**src/rtl/efpga_tcdm_rr_arbiter_if.sv**
```systemverilog
// rtl/efpga_tcdm_rr_arbiter_if.sv - eFPGA-side requester bundle plus the shared L2 TCDM master port
interface efpga_tcdm_rr_arbiter_if #(
    parameter int N_PORTS = 4,
    parameter int AW      = 20
);
    logic [N_PORTS-1:0]    s_req;
    logic [N_PORTS*AW-1:0] s_add;
    logic [N_PORTS-1:0]    s_wen;
    logic [N_PORTS*4-1:0]  s_be;
    logic [N_PORTS*32-1:0] s_wdata;
    logic [N_PORTS-1:0]    s_gnt;
    logic [N_PORTS-1:0]    s_r_valid;
    logic [31:0]           s_r_rdata;

    logic                  m_req;
    logic [31:0]           m_add;
    logic                  m_wen;
    logic [3:0]            m_be;
    logic [31:0]           m_wdata;
    logic                  m_gnt;
    logic                  m_r_valid;
    logic [31:0]           m_r_rdata;

    // master: the arbiter, which owns the L2 request and answers the requesters
    modport master (
        input  s_req, s_add, s_wen, s_be, s_wdata, m_gnt, m_r_valid, m_r_rdata,
        output s_gnt, s_r_valid, s_r_rdata, m_req, m_add, m_wen, m_be, m_wdata
    );

    // slave: the requesters together with the L2 interconnect
    modport slave (
        output s_req, s_add, s_wen, s_be, s_wdata, m_gnt, m_r_valid, m_r_rdata,
        input  s_gnt, s_r_valid, s_r_rdata, m_req, m_add, m_wen, m_be, m_wdata
    );
endinterface

```
**src/rtl/efpga_tcdm_rr_arbiter.sv**
```systemverilog
// rtl/efpga_tcdm_rr_arbiter.sv - round-robin share of one L2 TCDM port with grant lock and in-order response routing
module efpga_tcdm_rr_arbiter #(
    parameter int              N_PORTS   = 4,
    parameter int              AW        = 20,
    parameter logic [31-AW:0]  BASE_HI   = 12'h1C0,
    parameter int              MAX_OUTST = 4
) (
    input  logic                           asic_clk_i,
    input  logic                           rst_n,
    input  logic [N_PORTS-1:0]             enable,
    efpga_tcdm_rr_arbiter_if.master        bus,
    output logic [$clog2(MAX_OUTST):0]     outst,
    output logic                           err
);
    localparam int PW = $clog2(N_PORTS);
    localparam int FW = $clog2(MAX_OUTST);
    localparam int CW = FW + 1;

    logic [N_PORTS-1:0] eligible;
    logic [PW-1:0]      ptr;
    logic [PW-1:0]      rr_sel;
    logic [PW-1:0]      sel;
    logic [PW-1:0]      lock_id;
    logic               lock;
    logic               full;
    logic               hs;
    logic               pop;

    logic [PW-1:0]      id_fifo [MAX_OUTST];
    logic [FW-1:0]      wr_ptr;
    logic [FW-1:0]      rd_ptr;
    logic [CW-1:0]      count;
    logic [PW-1:0]      head;

    assign eligible = bus.s_req & enable;
    assign full     = (count == CW'(MAX_OUTST));

    // Scan from the highest offset down so the last hit is the first eligible at or after ptr.
    always_comb begin
        rr_sel = ptr;
        for (int k = N_PORTS - 1; k >= 0; k--) begin
            if (eligible[(int'(ptr) + k) % N_PORTS]) begin
                rr_sel = PW'((int'(ptr) + k) % N_PORTS);
            end
        end
    end

    assign sel         = lock ? lock_id : rr_sel;
    assign bus.m_req   = eligible[sel] & ~full;
    assign hs          = bus.m_req & bus.m_gnt;

    assign bus.m_add   = bus.m_req ? {BASE_HI, bus.s_add[sel*AW +: AW]} : '0;
    assign bus.m_wen   = bus.m_req & bus.s_wen[sel];
    assign bus.m_be    = bus.m_req ? bus.s_be[sel*4 +: 4] : '0;
    assign bus.m_wdata = bus.m_req ? bus.s_wdata[sel*32 +: 32] : '0;
    assign bus.s_gnt   = hs ? (N_PORTS'(1) << sel) : '0;

    assign head          = id_fifo[rd_ptr];
    assign pop           = bus.m_r_valid & (count != '0);
    assign bus.s_r_valid = pop ? (N_PORTS'(1) << head) : '0;
    assign bus.s_r_rdata = bus.m_r_rdata;
    assign outst         = count;

    always_ff @(posedge asic_clk_i or negedge rst_n) begin
        if (!rst_n) begin
            ptr     <= '0;
            lock    <= 1'b0;
            lock_id <= '0;
        end else begin
            if (hs) begin
                ptr  <= (sel == PW'(N_PORTS - 1)) ? '0 : sel + PW'(1);
                lock <= 1'b0;
            end else if (bus.m_req) begin
                lock    <= 1'b1;
                lock_id <= sel;
            end else if (lock && !eligible[lock_id]) begin
                lock <= 1'b0;
            end
        end
    end

    // Responses arriving after a flush find the FIFO empty and are flagged through err.
    always_ff @(posedge asic_clk_i or negedge rst_n) begin
        if (!rst_n) begin
            wr_ptr <= '0;
            rd_ptr <= '0;
            count  <= '0;
            err    <= 1'b0;
        end else begin
            if (hs) wr_ptr <= wr_ptr + FW'(1);
            if (pop) rd_ptr <= rd_ptr + FW'(1);
            if (hs && !pop) count <= count + CW'(1);
            else if (!hs && pop) count <= count - CW'(1);
            if (bus.m_r_valid && count == '0) err <= 1'b1;
        end
    end

    always_ff @(posedge asic_clk_i) begin
        if (hs) id_fifo[wr_ptr] <= sel;
    end
endmodule
```
**src/flat_wrapper.sv**
```systemverilog
// flat-port wrapper written by rule: the top's interface ports become plain ports
module efpga_tcdm_rr_arbiter_flat 
#(
    parameter int              N_PORTS   = 4,
    parameter int              AW        = 20,
    parameter logic [31-AW:0]  BASE_HI   = 12'h1C0,
    parameter int              MAX_OUTST = 4
)
  (asic_clk_i, rst_n, enable, outst, err, bus_s_req, bus_s_add, bus_s_wen, bus_s_be, bus_s_wdata, bus_m_gnt, bus_m_r_valid, bus_m_r_rdata, bus_s_gnt, bus_s_r_valid, bus_s_r_rdata, bus_m_req, bus_m_add, bus_m_wen, bus_m_be, bus_m_wdata);
  efpga_tcdm_rr_arbiter_if #(.N_PORTS(N_PORTS), .AW(AW)) bus_i ();
  input  logic asic_clk_i;
  input  logic rst_n;
  input  logic [N_PORTS-1:0] enable;
  output logic [$clog2(MAX_OUTST):0] outst;
  output logic err;
  input wire logic [$bits(bus_i.s_req)-1:0] bus_s_req;
  input wire logic [$bits(bus_i.s_add)-1:0] bus_s_add;
  input wire logic [$bits(bus_i.s_wen)-1:0] bus_s_wen;
  input wire logic [$bits(bus_i.s_be)-1:0] bus_s_be;
  input wire logic [$bits(bus_i.s_wdata)-1:0] bus_s_wdata;
  input wire logic [$bits(bus_i.m_gnt)-1:0] bus_m_gnt;
  input wire logic [$bits(bus_i.m_r_valid)-1:0] bus_m_r_valid;
  input wire logic [$bits(bus_i.m_r_rdata)-1:0] bus_m_r_rdata;
  output wire logic [$bits(bus_i.s_gnt)-1:0] bus_s_gnt;
  output wire logic [$bits(bus_i.s_r_valid)-1:0] bus_s_r_valid;
  output wire logic [$bits(bus_i.s_r_rdata)-1:0] bus_s_r_rdata;
  output wire logic [$bits(bus_i.m_req)-1:0] bus_m_req;
  output wire logic [$bits(bus_i.m_add)-1:0] bus_m_add;
  output wire logic [$bits(bus_i.m_wen)-1:0] bus_m_wen;
  output wire logic [$bits(bus_i.m_be)-1:0] bus_m_be;
  output wire logic [$bits(bus_i.m_wdata)-1:0] bus_m_wdata;
  assign bus_i.s_req = bus_s_req;
  assign bus_i.s_add = bus_s_add;
  assign bus_i.s_wen = bus_s_wen;
  assign bus_i.s_be = bus_s_be;
  assign bus_i.s_wdata = bus_s_wdata;
  assign bus_i.m_gnt = bus_m_gnt;
  assign bus_i.m_r_valid = bus_m_r_valid;
  assign bus_i.m_r_rdata = bus_m_r_rdata;
  assign bus_s_gnt = bus_i.s_gnt;
  assign bus_s_r_valid = bus_i.s_r_valid;
  assign bus_s_r_rdata = bus_i.s_r_rdata;
  assign bus_m_req = bus_i.m_req;
  assign bus_m_add = bus_i.m_add;
  assign bus_m_wen = bus_i.m_wen;
  assign bus_m_be = bus_i.m_be;
  assign bus_m_wdata = bus_i.m_wdata;
  efpga_tcdm_rr_arbiter #(.N_PORTS(N_PORTS), .AW(AW), .BASE_HI(BASE_HI), .MAX_OUTST(MAX_OUTST)) u_core (.asic_clk_i(asic_clk_i), .rst_n(rst_n), .enable(enable), .bus(bus_i), .outst(outst), .err(err));
endmodule
```
**config.mk**
```make
export PLATFORM = sky130hd
export DESIGN_NAME = efpga_tcdm_rr_arbiter_flat
export DESIGN_NICKNAME = d
export VERILOG_FILES = /design/src/rtl/efpga_tcdm_rr_arbiter_if.sv /design/src/rtl/efpga_tcdm_rr_arbiter.sv /design/src/flat_wrapper.sv
export SDC_FILE = /design/constraint.sdc
export NUM_CORES = 1
export LEC_CHECK = 0
export BUFFER_PORTS_ARGS = -buffer_cell sky130_fd_sc_hd__buf_2
export CORE_AREA = 10 10 140 142
export DETAILED_ROUTE_END_ITERATION = 10
export DIE_AREA = 0 0 150 152
export PLACE_DENSITY_LB_ADDON = 0.15
export SETUP_SLACK_MARGIN = 0.1
export SLEW_MARGIN = 0
export SYNTH_ARGS = -nofsm -noshare
export SYNTH_HDL_FRONTEND = slang
export SYNTH_SLANG_ARGS = --single-unit
```
**constraint.sdc**
```tcl
create_clock -name asic_clk_i -period 6.2 [get_ports asic_clk_i]
set_clock_uncertainty 0.1 [all_clocks]
set_input_delay 1.55 -clock asic_clk_i [delete_from_list [all_inputs] [get_ports asic_clk_i]]
set_output_delay 1.55 -clock asic_clk_i [all_outputs]
set_load 0.02 [all_outputs]
```
### After elaboration in Yosys (flattened, before gate mapping)

Memory sizes are Yosys's and may differ from the RTL's.
Cells that the tools add are included.

* memories: 1
* register bits after elaboration: 13
* bits in writable memories: 8

* shift-type cells: 5
* bitwise logic cells: 10
* multiplexer cells: 35
* multiply operators: 1
* add/sub/neg operators: 8
* reductions and logical operators: 15
* $lt $le $gt $ge: 6
* equality and inequality tests: 2

Memory list
* u_core.id_fifo: depth 4, width 2, rd ports 1, clocked after Yosys merged registers in 0, wr ports 1, RTL line efpga_tcdm_rr_arbiter.sv:29 `logic [PW-1:0] id_fifo [MAX_OUTST];`

Operator list (number)
* $shiftx 128x8->32: 1
* $shiftx 80x8->20: 1
* $mux 32: 1
* $mux 29: 1
* $shiftx 16x5->4: 1
* $mux 1: 15
* $bmux 1 s2: 7
* $lt 3x4->1 const B: 3
* $mux 2: 6
* $mux 4: 3
* $lt 2x3->1 const B: 3
* $add 2x1->2 const B: 4
* $shl 1x2->4 const A: 2
* $mux 3: 2
* $reduce_bool 3->1: 2
* $reduce_or 2->1: 3
* $mul 2x3->5 const B: 1
* $add 2x2->2 const B: 2
* $and 1x1->1: 4
* $and 4x4->4: 1
* $logic_and 1x1->1: 4
* $add 3x1->3 const B: 1
* $and 1x1->1 const A: 3
* $eq 3x3->1 const B: 1
* 7 further kinds: 10

### Logic depth before layout (Yosys ltp)

Gate-level depths: netlist (run 1).

* word-level depth: 19
* mapped depth: 14

### Worst setup path after synthesis (run 1)

OpenSTA, ideal clock, no wires.

* kind: input-to-output
* from: input port bus_s_req[1]
* to: output port bus_m_add[11]
* data required time: 4.550 ns
* slack: 1.170 ns
* stages on the path: 9
* arrival time: 3.380 ns
* cells stage by stage: a211oi_1 a32o_1 or2_1 buf_6 inv_2 a2111oi_2 a31o_2 clkbuf_1 and2_1

* longest elaborated chain between the ends: 13
* elaborated cells on any way between the ends: 23
* classes of those cells: mul (1); shift (1); mux (19); bitwise (2)

RTL lines
* from (decl): RTL line flat_wrapper.sv:16 `input wire logic [$bits(bus_i.s_req)-1:0] bus_s_req;`
* $and 4x4->4 *: RTL line efpga_tcdm_rr_arbiter.sv:35 `assign eligible = bus.s_req & enable;`
* $bmux 1 s2: RTL line efpga_tcdm_rr_arbiter.sv:42 `if (eligible[(int'(ptr) + k) % N_PORTS]) begin`
* $mux 1 (implied by the code) (2 in a row): RTL line efpga_tcdm_rr_arbiter.sv:42
* $mux 2 (4 in a row): RTL line efpga_tcdm_rr_arbiter.sv:42
* $mux 2: RTL line efpga_tcdm_rr_arbiter.sv:48 `assign sel = lock ? lock_id : rr_sel;`
* $bmux 1 s2 *: RTL line efpga_tcdm_rr_arbiter.sv:49 `assign bus.m_req = eligible[sel] & ~full;`
* $mux 1 (implied by the code) *: RTL line efpga_tcdm_rr_arbiter.sv:49
* $and 1x1->1 *: RTL line efpga_tcdm_rr_arbiter.sv:49
* net bus_m_req: RTL line flat_wrapper.sv:27 `output wire logic [$bits(bus_i.m_req)-1:0] bus_m_req;`
* $mux 29 *: RTL line efpga_tcdm_rr_arbiter.sv:52 `assign bus.m_add = bus.m_req ? {BASE_HI, bus.s_add[sel*AW +: AW]} : '0;`
* to (decl): RTL line flat_wrapper.sv:28 `output wire logic [$bits(bus_i.m_add)-1:0] bus_m_add;`

Mark *: on every way through the listed nets, which the timed path passes. The rest lies on a longest branch. The select of a mux whose other input is x is not followed.

### Worst setup path in the final report (run 1)

* from: input port bus_s_req[1]
* to: output port bus_s_gnt[2]

* longest elaborated chain between the ends: 14
* elaborated cells on any way between the ends: 23
* classes of those cells: shift (1); mux (19); bitwise (3)

RTL lines
* $and 4x4->4 *: RTL line efpga_tcdm_rr_arbiter.sv:35
* $bmux 1 s2: RTL line efpga_tcdm_rr_arbiter.sv:42
* $mux 1 (implied by the code) (2 in a row): RTL line efpga_tcdm_rr_arbiter.sv:42
* $mux 2 (4 in a row): RTL line efpga_tcdm_rr_arbiter.sv:42
* $mux 2: RTL line efpga_tcdm_rr_arbiter.sv:48
* $bmux 1 s2: RTL line efpga_tcdm_rr_arbiter.sv:49
* $mux 1 (implied by the code): RTL line efpga_tcdm_rr_arbiter.sv:49
* $and 1x1->1: RTL line efpga_tcdm_rr_arbiter.sv:49
* $and 1x1->1: RTL line efpga_tcdm_rr_arbiter.sv:50 `assign hs = bus.m_req & bus.m_gnt;`
* $mux 4 *: RTL line efpga_tcdm_rr_arbiter.sv:56 `assign bus.s_gnt = hs ? (N_PORTS'(1) << sel) : '0;`
* to (decl): RTL line flat_wrapper.sv:24 `output wire logic [$bits(bus_i.s_gnt)-1:0] bus_s_gnt;`

Every way passes the cells marked *; elsewhere a longest branch is shown, timed or not. The select of a mux whose other input is x is not followed.

==> results of run 1 <==
==> worst max-delay path: stages <==
cell       delay [ns]
buf_2            0.13
a22o_1           0.23
a31oi_1          0.18
or2_4            0.33
inv_2            0.14
a2111oi_2        0.38
a31o_2           0.21
buf_12           0.25
and3_1           0.22
buf_2            0.17
==> layer usage <==
metal / share of wire [%] / track usage [%] / routed length [um] / up-vias
li1: - / - / - / 1696
met1: 31 / 14.23 / 5666 / 1809
met2: 57 / 28.99 / 10220 / 153
met3: 9.7 / 6.118 / 1748 / 34
met4: 1.8 / 3.519 / 318 / 6
met5: 0.19 / 0 / 34 / -
==> worst max path at each step <==
stage | start | to | slack [ns] | cells after the start
2_1_floorplan | bus_s_req[1] | bus_m_add[11] | 1.17 | 9
3_3_place_gp | bus_s_req[1] | bus_s_gnt[2] | 0.73 | 10
3_5_place_dp | bus_s_req[1] | bus_s_gnt[2] | 0.73 | 10
4_1_cts | bus_s_req[1] | bus_s_gnt[2] | 0.72 | 10
5_1_grt | bus_s_req[1] | bus_s_gnt[2] | 0.55 | 10
6_report | bus_s_req[1] | bus_s_gnt[2] | 0.74 | 10
==> Yosys cell counts (4+ instances only) <==
cell / number
a21oi_1: 6
a22o_1: 4
and2_1: 59
and3_1: 10
buf_2: 12
buf_4: 44
clkbuf_1: 5
dfrtp_1: 13
edfxtp_1: 8
ha_1: 9
inv_1: 8
mux2_2: 4
mux4_2: 59
nand2_1: 12
nand3_1: 5
nor2_1: 5
o21ai_0: 4
xnor2_1: 4
==> where the power goes <==
group          internal [W]  switching [W]  leakage [nW]
Combinational      0.000946        0.00113          2.27
Clock             0.0000866      0.0000500        0.0409
Sequential         0.000208      0.0000775         0.225
==> state kept, by name, summed over array words and instances, names as in the netlist <==
name	cells
u_core.lock_id	2
u_core.ptr	2
u_core.wr_ptr	2
u_core.lock	1
u_core.err	1
u_core.id_fifo	8
u_core.outst	3
u_core.rd_ptr	2
==> logic make-up after synthesis <==
group / after synthesis / synth area share, %
simple gates: 103 / 17.08
buf+inv: 76 / 14.84
mux: 64 / 38.79
compound gates: 36 / 7.857
flops: 21 / 15.85
fa+ha+maj: 11 / 3.999
xor+xnor: 6 / 1.473
other cells: 1 / 0.1051
==> through the flow <==
| stage | hold WS [ns] | instance area (um2) | util [%] |
|---|---|---|---|
| 6_report | 0.3552 | 5121 | 30.24 |
| 5_1_grt | 0.3749 | 5116 | 30.21 |
| 4_1_cts | 0.3622 | 5101 | 30.12 |
| 3_5_place_dp | 0.3481 | 5021 | 29.65 |
| 3_3_place_gp | 0.3361 | 5021 | 29.65 |
| 2_1_floorplan | 0.3806 | 3597 | - |
==> cell type report <==
cell class | instances | area [um2] | share of cell area, %
Antenna cell | 8 | 20.02 | 0.3909
Clock buffer | 3 | 75.07 | 1.466
Clock inverter | 1 | 5.005 | 0.09773
Inverter | 9 | 33.78 | 0.6597
Multi-Input combinational cell | 229 | 2516 | 49.13
Sequential cell | 21 | 565.5 | 11.04
Tap cell | 225 | 281.5 | 5.497
Timing Repair Buffer | 317 | 1624 | 31.71
==> metrics.txt, run 1 <==
predominant post-synthesis flop cell=dfrtp_1; remaining antenna violation count=0; worst hold path type=reg2reg; Post-CTS Hold Buffers=0; WP data required=4.55 ns; hold worst-path end=u_core.err$_DFFE_PN0P_; P_leak=roughly 2.5 nW; Initial DRC Count=235; pin count of the biggest net entering global routing=approximately 70; post-synthesis cell type count=between 50 and 60; # fillers=1859; status=finished, final reports clean; via count=3698; Async SR Flop Fraction=61.90%; hold path depth=1; Worst EP arrival=3.81 ns; Setup Fix Bufs, Post-CTS=0; First-pass DRT Iterations=4; Setup WS pre-CTS=0.7303 ns; global placement routability congestion=0.9079; vias per std cell=4.549; setup ws final=0.7437 ns; TritonCTS clock tree=done; DRC=0; clock slew seen by the registers of the worst setup and hold paths=0.06 ns; maximum clock frequency=183.3 MHz; Synth top area share=37.25%; crit path launch type=input pin; syn avg cell area=11.22 um2; CTS buffer count=3; most frequent cells in the layout=312 x buf_2, 59 x and2_1, 59 x mux4_2, 13 x dfrtp_1, 12 x nand2_1; relative slew slack=63.41%; Synth Cell Area=3567 um2; Worst Setup Path Type=in2out; cts repair resizes=0; clk_lat worst skew=approximately 0.25 ns; RSZ-0062 raised after global routing=false; Tcrit/Tclk final=88.00%; setup TNS=0 ns; flop2flop setup slack=2.78 ns; # port buffers=312; Post-synth EDFFs=8; largest area contributor in the netlist=mux4_2; Die Y=152 um; Final setup viols=0; vias in the first global route=roughly 4200; register area share after synthesis=15.85%; Tmin final=5.456 ns; Worst Tran Pin Value=around 0.54 ns; Synth Register Bits=21; final WL=between 15000 and 20000 um; VDD IR max=around 0.00021 V; Max-cap violations=0; row count=48; commonest non-fill, non-tap cell in the layout=buf_2; clk buf depth=2; Area contributors post-synth=mux4_2 37%, and2_1 10%, buf_4 9.3%; drt wl/cell=22.13 um; Starting Density=about a fifth; R2R Path End=u_core.outst[2]$_DFFE_PN0P_; NumNets Final=~860; Power Total=0.002496 W; HPWL after DPL=15800 um; Core Footprint=16940 um2; initial antenna violation count=11; first-pass GRT wire length=26380 um; Worst setup EP type=primary output; dpl cells=801; min-delay src=u_core.err$_DFFE_PN0P_; Crit Reg-Reg Startpoint=u_core.lock$_DFFE_PN0P_; die area=22800 um2; Layout area overhead=43.56%; Die X=150 um; fin cells=between 800 and 900; htree depth=1; cell area power density=487.5 nW/um2; gr usage total=between 10% and 20%; Worst R2R Path Depth=13; Slew Viols, Final=0; clk sinks=21; root buf cell=clkbuf_16; proportion of layout cells with a drive suffix above 1=67.59%; worst-path fanout max=70; I/O pins=386; gr ovfl total=0; Final Hold Viols=0; Post-Synthesis Cells=roughly 320; Synth Warn #=0
No activity file was read; power rests on OpenSTA's default activity.
==> run 2, diff against run 1 <==
--- a/config.mk
+++ b/config.mk
@@ -9,6 +9,7 @@
 export CORE_AREA = 10 10 140 142
 export DETAILED_ROUTE_END_ITERATION = 10
 export DIE_AREA = 0 0 150 152
+export MAX_ROUTING_LAYER = met4
 export PLACE_DENSITY_LB_ADDON = 0.15
 export SETUP_SLACK_MARGIN = 0.1
 export SLEW_MARGIN = 0
==> run 2 against run 1 <==
Net effect:
- global-route usage up 0.41 points
- routed wire length up 0.11%
- maximum frequency down 0.22%
- via count is 0.11% higher
- total power rose by 0.15%
- clock power about the same
- core utilization hardly changed
- non-clock buffer count stayed put
- hold slack hardly changed
- critical path depth unchanged
- worst setup slack lost 0.012 ns
- first-iteration DRC count rose by 14%
- critical path type unchanged
- highest routed layer is now met4
==> metrics.txt, run 2 (synthesis results as in run 1) <==
Worst EP arrival=3.82 ns; sw frac=50.39%; Final Hold Viols=0; Max-cap violations=0; htree depth=1; cell area power density=just under 500 nW/um2; Biggest register=u_core.id_fifo; vias per std cell=~4.5; proportion of layout cells with a drive suffix above 1=67.59%; I/O pins=between 300 and 400; VDD IR max=0.0002104 V; sequential cell area=around 570 um2; register share of total power=11.4%; most frequent cells in the layout=312 x buf_2, 59 x and2_1, 59 x mux4_2, 13 x dfrtp_1, 12 x nand2_1; Tmin final=roughly 5.5 ns; commonest non-fill, non-tap cell in the layout=buf_2; gr ovfl total=0; # fillers=1863; Crit path top cell by count=buf_2; Tcrit/Tclk final=between 80% and 90%; Worst Tran Pin Value=approximately 0.54 ns; initial antenna violation count=11; crit path launch type=input pin; worst hold path type=reg2reg; row count=48; M1 WL=slightly below 6000 um; CTS buffer count=3; Worst setup EP type=primary output; Int Power=0.001240 W; dpl cells=801; root buf cell=clkbuf_16; flop2flop setup slack=2.78 ns; wire length on met2=10270 um; clock slew seen by the registers of the worst setup and hold paths=0.06 ns; Worst path slowest cell=a2111oi_2; P_leak=approximately 2.5 nW; Starting Density=21.06%; RSZ-0062 raised after global routing=false; multi-input logic area=2516 um2; Clock power frac=5.5%; relative slew slack=between 60 and 70%; pin count of the biggest net entering global routing=71; global placement routability congestion=just over 0.9; die area=between 20000 and 25000 um2; Setup Fix Bufs, Post-CTS=0; worst-path fanout max=70; Die Y=about 150 um; clk sinks=21; fin cells=around 800; CP Cell Sequence=buf_2, a22o_1, a31oi_1, or2_4, inv_2, a2111oi_2, a31o_2, buf_12, and3_1, buf_2; drt wl/cell=approximately 22 um; Worst Setup Path Type=in2out; WP buf/inv=4; clk_lat worst skew=0.25 ns; gr usage total=between 10% and 20%; Slew Viols, Final=0; Final setup viols=0; max FFs per register=8; CP top delay family=compound AO/OA/AOI/OAI gates; Die X=150 um; first-pass GRT wire length=26230 um; # port buffers=312; setup TNS=0 ns; Layout area overhead=43.77%; Post-CTS Hold Buffers=0; Min Hold Slack=0.3554 ns; clk buf depth=2; WP data required=4.55 ns; Initial DRC Count=267; WL met3=~1500 um; cts repair resizes=0; maximum clock frequency=182.9 MHz; Core Footprint=16940 um2; final WL=approximately 18000 um; vias in the first global route=4218; NumNets Final=863; HPWL after DPL=roughly 16000 um; First-pass DRT Iterations=4; remaining antenna violation count=0; TritonCTS clock tree=done; via count=3702; status=finished, final reports clean; DRC=0; Highest Signal Layer=met4; Gate power share=approximately 83%; Critical Path Max Stage Delay=0.38 ns; Net Switching=0.001260 W
-- run 2: power groups by stage --
stage	clock network [W]	logic [W]	registers [W]
finish	0.000137	0.00208	0.000285
global route	0.000149	0.00227	0.000295
CTS	0.000140	0.00212	0.000285
detailed placement	0	0.00211	0.000286
global placement	0	0.00210	0.000283
floorplan	0	0.00160	0.000271
-- run 2: cell type report --
cell class                      count  share of cell area, %
Clock buffer                        3                  1.464
Multi-Input combinational cell    229                  49.06
Clock inverter                      1                0.09758
Sequential cell                    21                  11.03
Inverter                            9                 0.6587
Timing Repair Buffer              317                  31.67
Tap cell                          225                  5.489
Antenna cell                       11                 0.5367
-- run 2: final timing paths --
kind / from / endpoint / cells after the start
min: u_core.err$_DFFE_PN0P_ / u_core.err$_DFFE_PN0P_ / 1
max: bus_s_req[1] / bus_s_gnt[2] / 10
min reg2reg: u_core.err$_DFFE_PN0P_ / u_core.err$_DFFE_PN0P_ / 1
max reg2reg: u_core.lock$_DFFE_PN0P_ / u_core.outst[2]$_DFFE_PN0P_ / 13
min in group asynchronous: rst_n / u_core.outst[0]$_DFFE_PN0P_ / 1
max in group asynchronous: rst_n / u_core.ptr[1]$_DFFE_PN0P_ / 1
-- run 2: metrics by stage --
step	utilization (%)	cell area, um2	total power (W)	setup slack, ns
floorplan	-	3597	0.001874	1.170
global placement	29.65	5021	0.002382	0.7298
detailed placement	29.65	5021	0.002399	0.7303
CTS	30.12	5101	0.002548	0.7151
global route	30.28	5129	0.002711	0.5489
finish	30.28	5129	0.002500	0.7319
-- run 2: layer usage --
layer / up-vias / track usage, %
li1: 1704 / -
met1: 1812 / 14.45
met2: 158 / 29.20
met3: 28 / 5.435
met4: 0 / 3.519
met5: - / -
==> run 3, diff against run 2 <==
--- a/config.mk
+++ b/config.mk
@@ -11,6 +11,7 @@
 export DIE_AREA = 0 0 150 152
 export MAX_ROUTING_LAYER = met4
 export PLACE_DENSITY_LB_ADDON = 0.15
+export RECOVER_POWER = 100
 export SETUP_SLACK_MARGIN = 0.1
 export SLEW_MARGIN = 0
 export SYNTH_ARGS = -nofsm -noshare
==> run 3 against run 2 <==
Net effect:
- clock power about the same
- maximum frequency decreased by 4.3%
- via count increased by 0.11%
- non-clock buffer count unchanged
- clock-buffer cell count unchanged
- critical path depth fell by 1
==> metrics.txt, run 3 (synthesis results as in run 1) <==
row count=48; First-pass DRT Iterations=4; worst-path fanout max=39; Worst setup EP type=primary output; max FFs per register=8; RSZ-0062 raised after global routing=false; cell area power density=482.6 nW/um2; clk_lat worst skew=0.25 ns; drt wl/cell=22.08 um; VDD IR max=0.0002024 V; root buf cell=clkbuf_16; Final Hold Viols=0; htree depth=1; maximum clock frequency=175.0 MHz; Die X=150 um; Worst EP arrival=4.07 ns; Core Footprint=16940 um2; relative slew slack=49.50%; remaining antenna violation count=0; initial antenna violation count=11; # fillers=between 1500 and 2000; Worst path slowest cell=buf_4; Max-cap violations=0; P_leak=between 2 and 2.5 nW; flop2flop setup slack=between 2 and 3 ns; final core occ=29.68%; status=finished, final reports clean; WP buf/inv=3; proportion of layout cells with a drive suffix above 1=55.17%; die area=22800 um2; Worst Tran Pin Value=between 0.7 and 0.8 ns; worst hold path type=reg2reg; gr usage total=15.46%; Starting Density=21.06%; crit path launch type=input pin; Critical Path Max Stage Delay=0.50 ns; pin count of the biggest net entering global routing=71; Layout area overhead=40.93%; first-pass GRT wire length=26230 um; commonest non-fill, non-tap cell in the layout=buf_2; vias per std cell=4.542; global placement routability congestion=0.9235; WP data required=4.55 ns; Final setup viols=0; Initial DRC Count=between 200 and 300; cts repair resizes=0; CP top delay family=buffers and inverters; via count=3706; gr ovfl total=0; TritonCTS clock tree=done; setup TNS=0 ns; HPWL after DPL=roughly 16000 um; Die Y=152 um; most frequent cells in the layout=242 x buf_2, 70 x clkbuf_1, 59 x mux4_2, 54 x and2_1, 13 x dfrtp_1; CTS buffer count=3; Setup Fix Bufs, Post-CTS=0; clk sinks=21; final WL=18020 um; # port buffers=312; Tmin final=roughly 5.7 ns; I/O pins=386; Biggest register=u_core.id_fifo; NumNets Final=863; Tcrit/Tclk final=between 90 and 100%; clock slew seen by the registers of the worst setup and hold paths=approximately 0.06 ns; DRC=0; Post-CTS Hold Buffers=0; Slew Viols, Final=0; vias in the first global route=approximately 4200; Worst Setup Path Type=in2out; clk buf depth=2; CP Cell Sequence=clkbuf_1, and2_0, o21ai_0, and2_0, o41ai_4, buf_4, mux4_2, and2_1, clkbuf_1
-- run 3: changes by cell type in the layout (fill, tap and decap cells not counted), sizes merged --
cell	change
clkbuf	+70
buf	-70
-- run 3: report_power, final --
group          total (W)  internal, W  switching, W  leakage [nW]
Clock           0.000136    0.0000865     0.0000497        0.0409
Combinational    0.00200     0.000869       0.00114          1.99
Sequential      0.000286     0.000208     0.0000780         0.225
-- run 3: final timing paths --
kind,start,endpoint,cells past startpoint
hold reg to reg,u_core.err$_DFFE_PN0P_,u_core.err$_DFFE_PN0P_,1
setup reg to reg,u_core.ptr[0]$_DFFE_PN0P_,u_core.outst[1]$_DFFE_PN0P_,10
max in group asynchronous,rst_n,u_core.ptr[1]$_DFFE_PN0P_,1
hold / removal,u_core.err$_DFFE_PN0P_,u_core.err$_DFFE_PN0P_,1
setup / recovery,bus_s_req[3],bus_m_wdata[3],9
min in group asynchronous,rst_n,u_core.outst[0]$_DFFE_PN0P_,1
-- run 3: layout make-up --
cell class | instances | area, um2 | area share (%)
inverters | 9 | 33.78 | 0.6720
flip-flops and latches | 21 | 565.5 | 11.25
diodes | 11 | 27.53 | 0.5475
well taps | 225 | 281.5 | 5.600
repair buffers | 317 | 1536 | 30.56
clock buffers | 3 | 75.07 | 1.493
clock inverters | 1 | 5.005 | 0.09955
multi-input cells | 229 | 2502 | 49.78
-- run 3: routing by layer --
metal | vias up | wire length, um | GRT usage (%) | part of all wire (%)
li1 | 1705 | - | - | -
met1 | 1804 | 5781 | 14.45 | 32
met2 | 165 | 10230 | 29.20 | 57
met3 | 32 | 1650 | 5.435 | 9.2
met4 | 0 | 357 | 3.519 | 2.0
met5 | - | 0 | - | 0
-- run 3: through the flow --
| step | instance area, um2 | hold WS (ns) | std cells | setup WS, ns | power [W] |
|---|---|---|---|---|---|
| 2_1_floorplan | 3597 | 0.3806 | 326 | 1.170 | 0.001874 |
| 3_3_place_gp | 5021 | 0.3361 | 801 | 0.7298 | 0.002382 |
| 6_report | 5027 | 0.3596 | 816 | 0.4844 | 0.002426 |
| 4_1_cts | 5101 | 0.3622 | 805 | 0.7151 | 0.002548 |
| 5_1_grt | 5027 | 0.3797 | 816 | 0.3264 | 0.002638 |
| 3_5_place_dp | 5021 | 0.3481 | 801 | 0.7303 | 0.002399 |
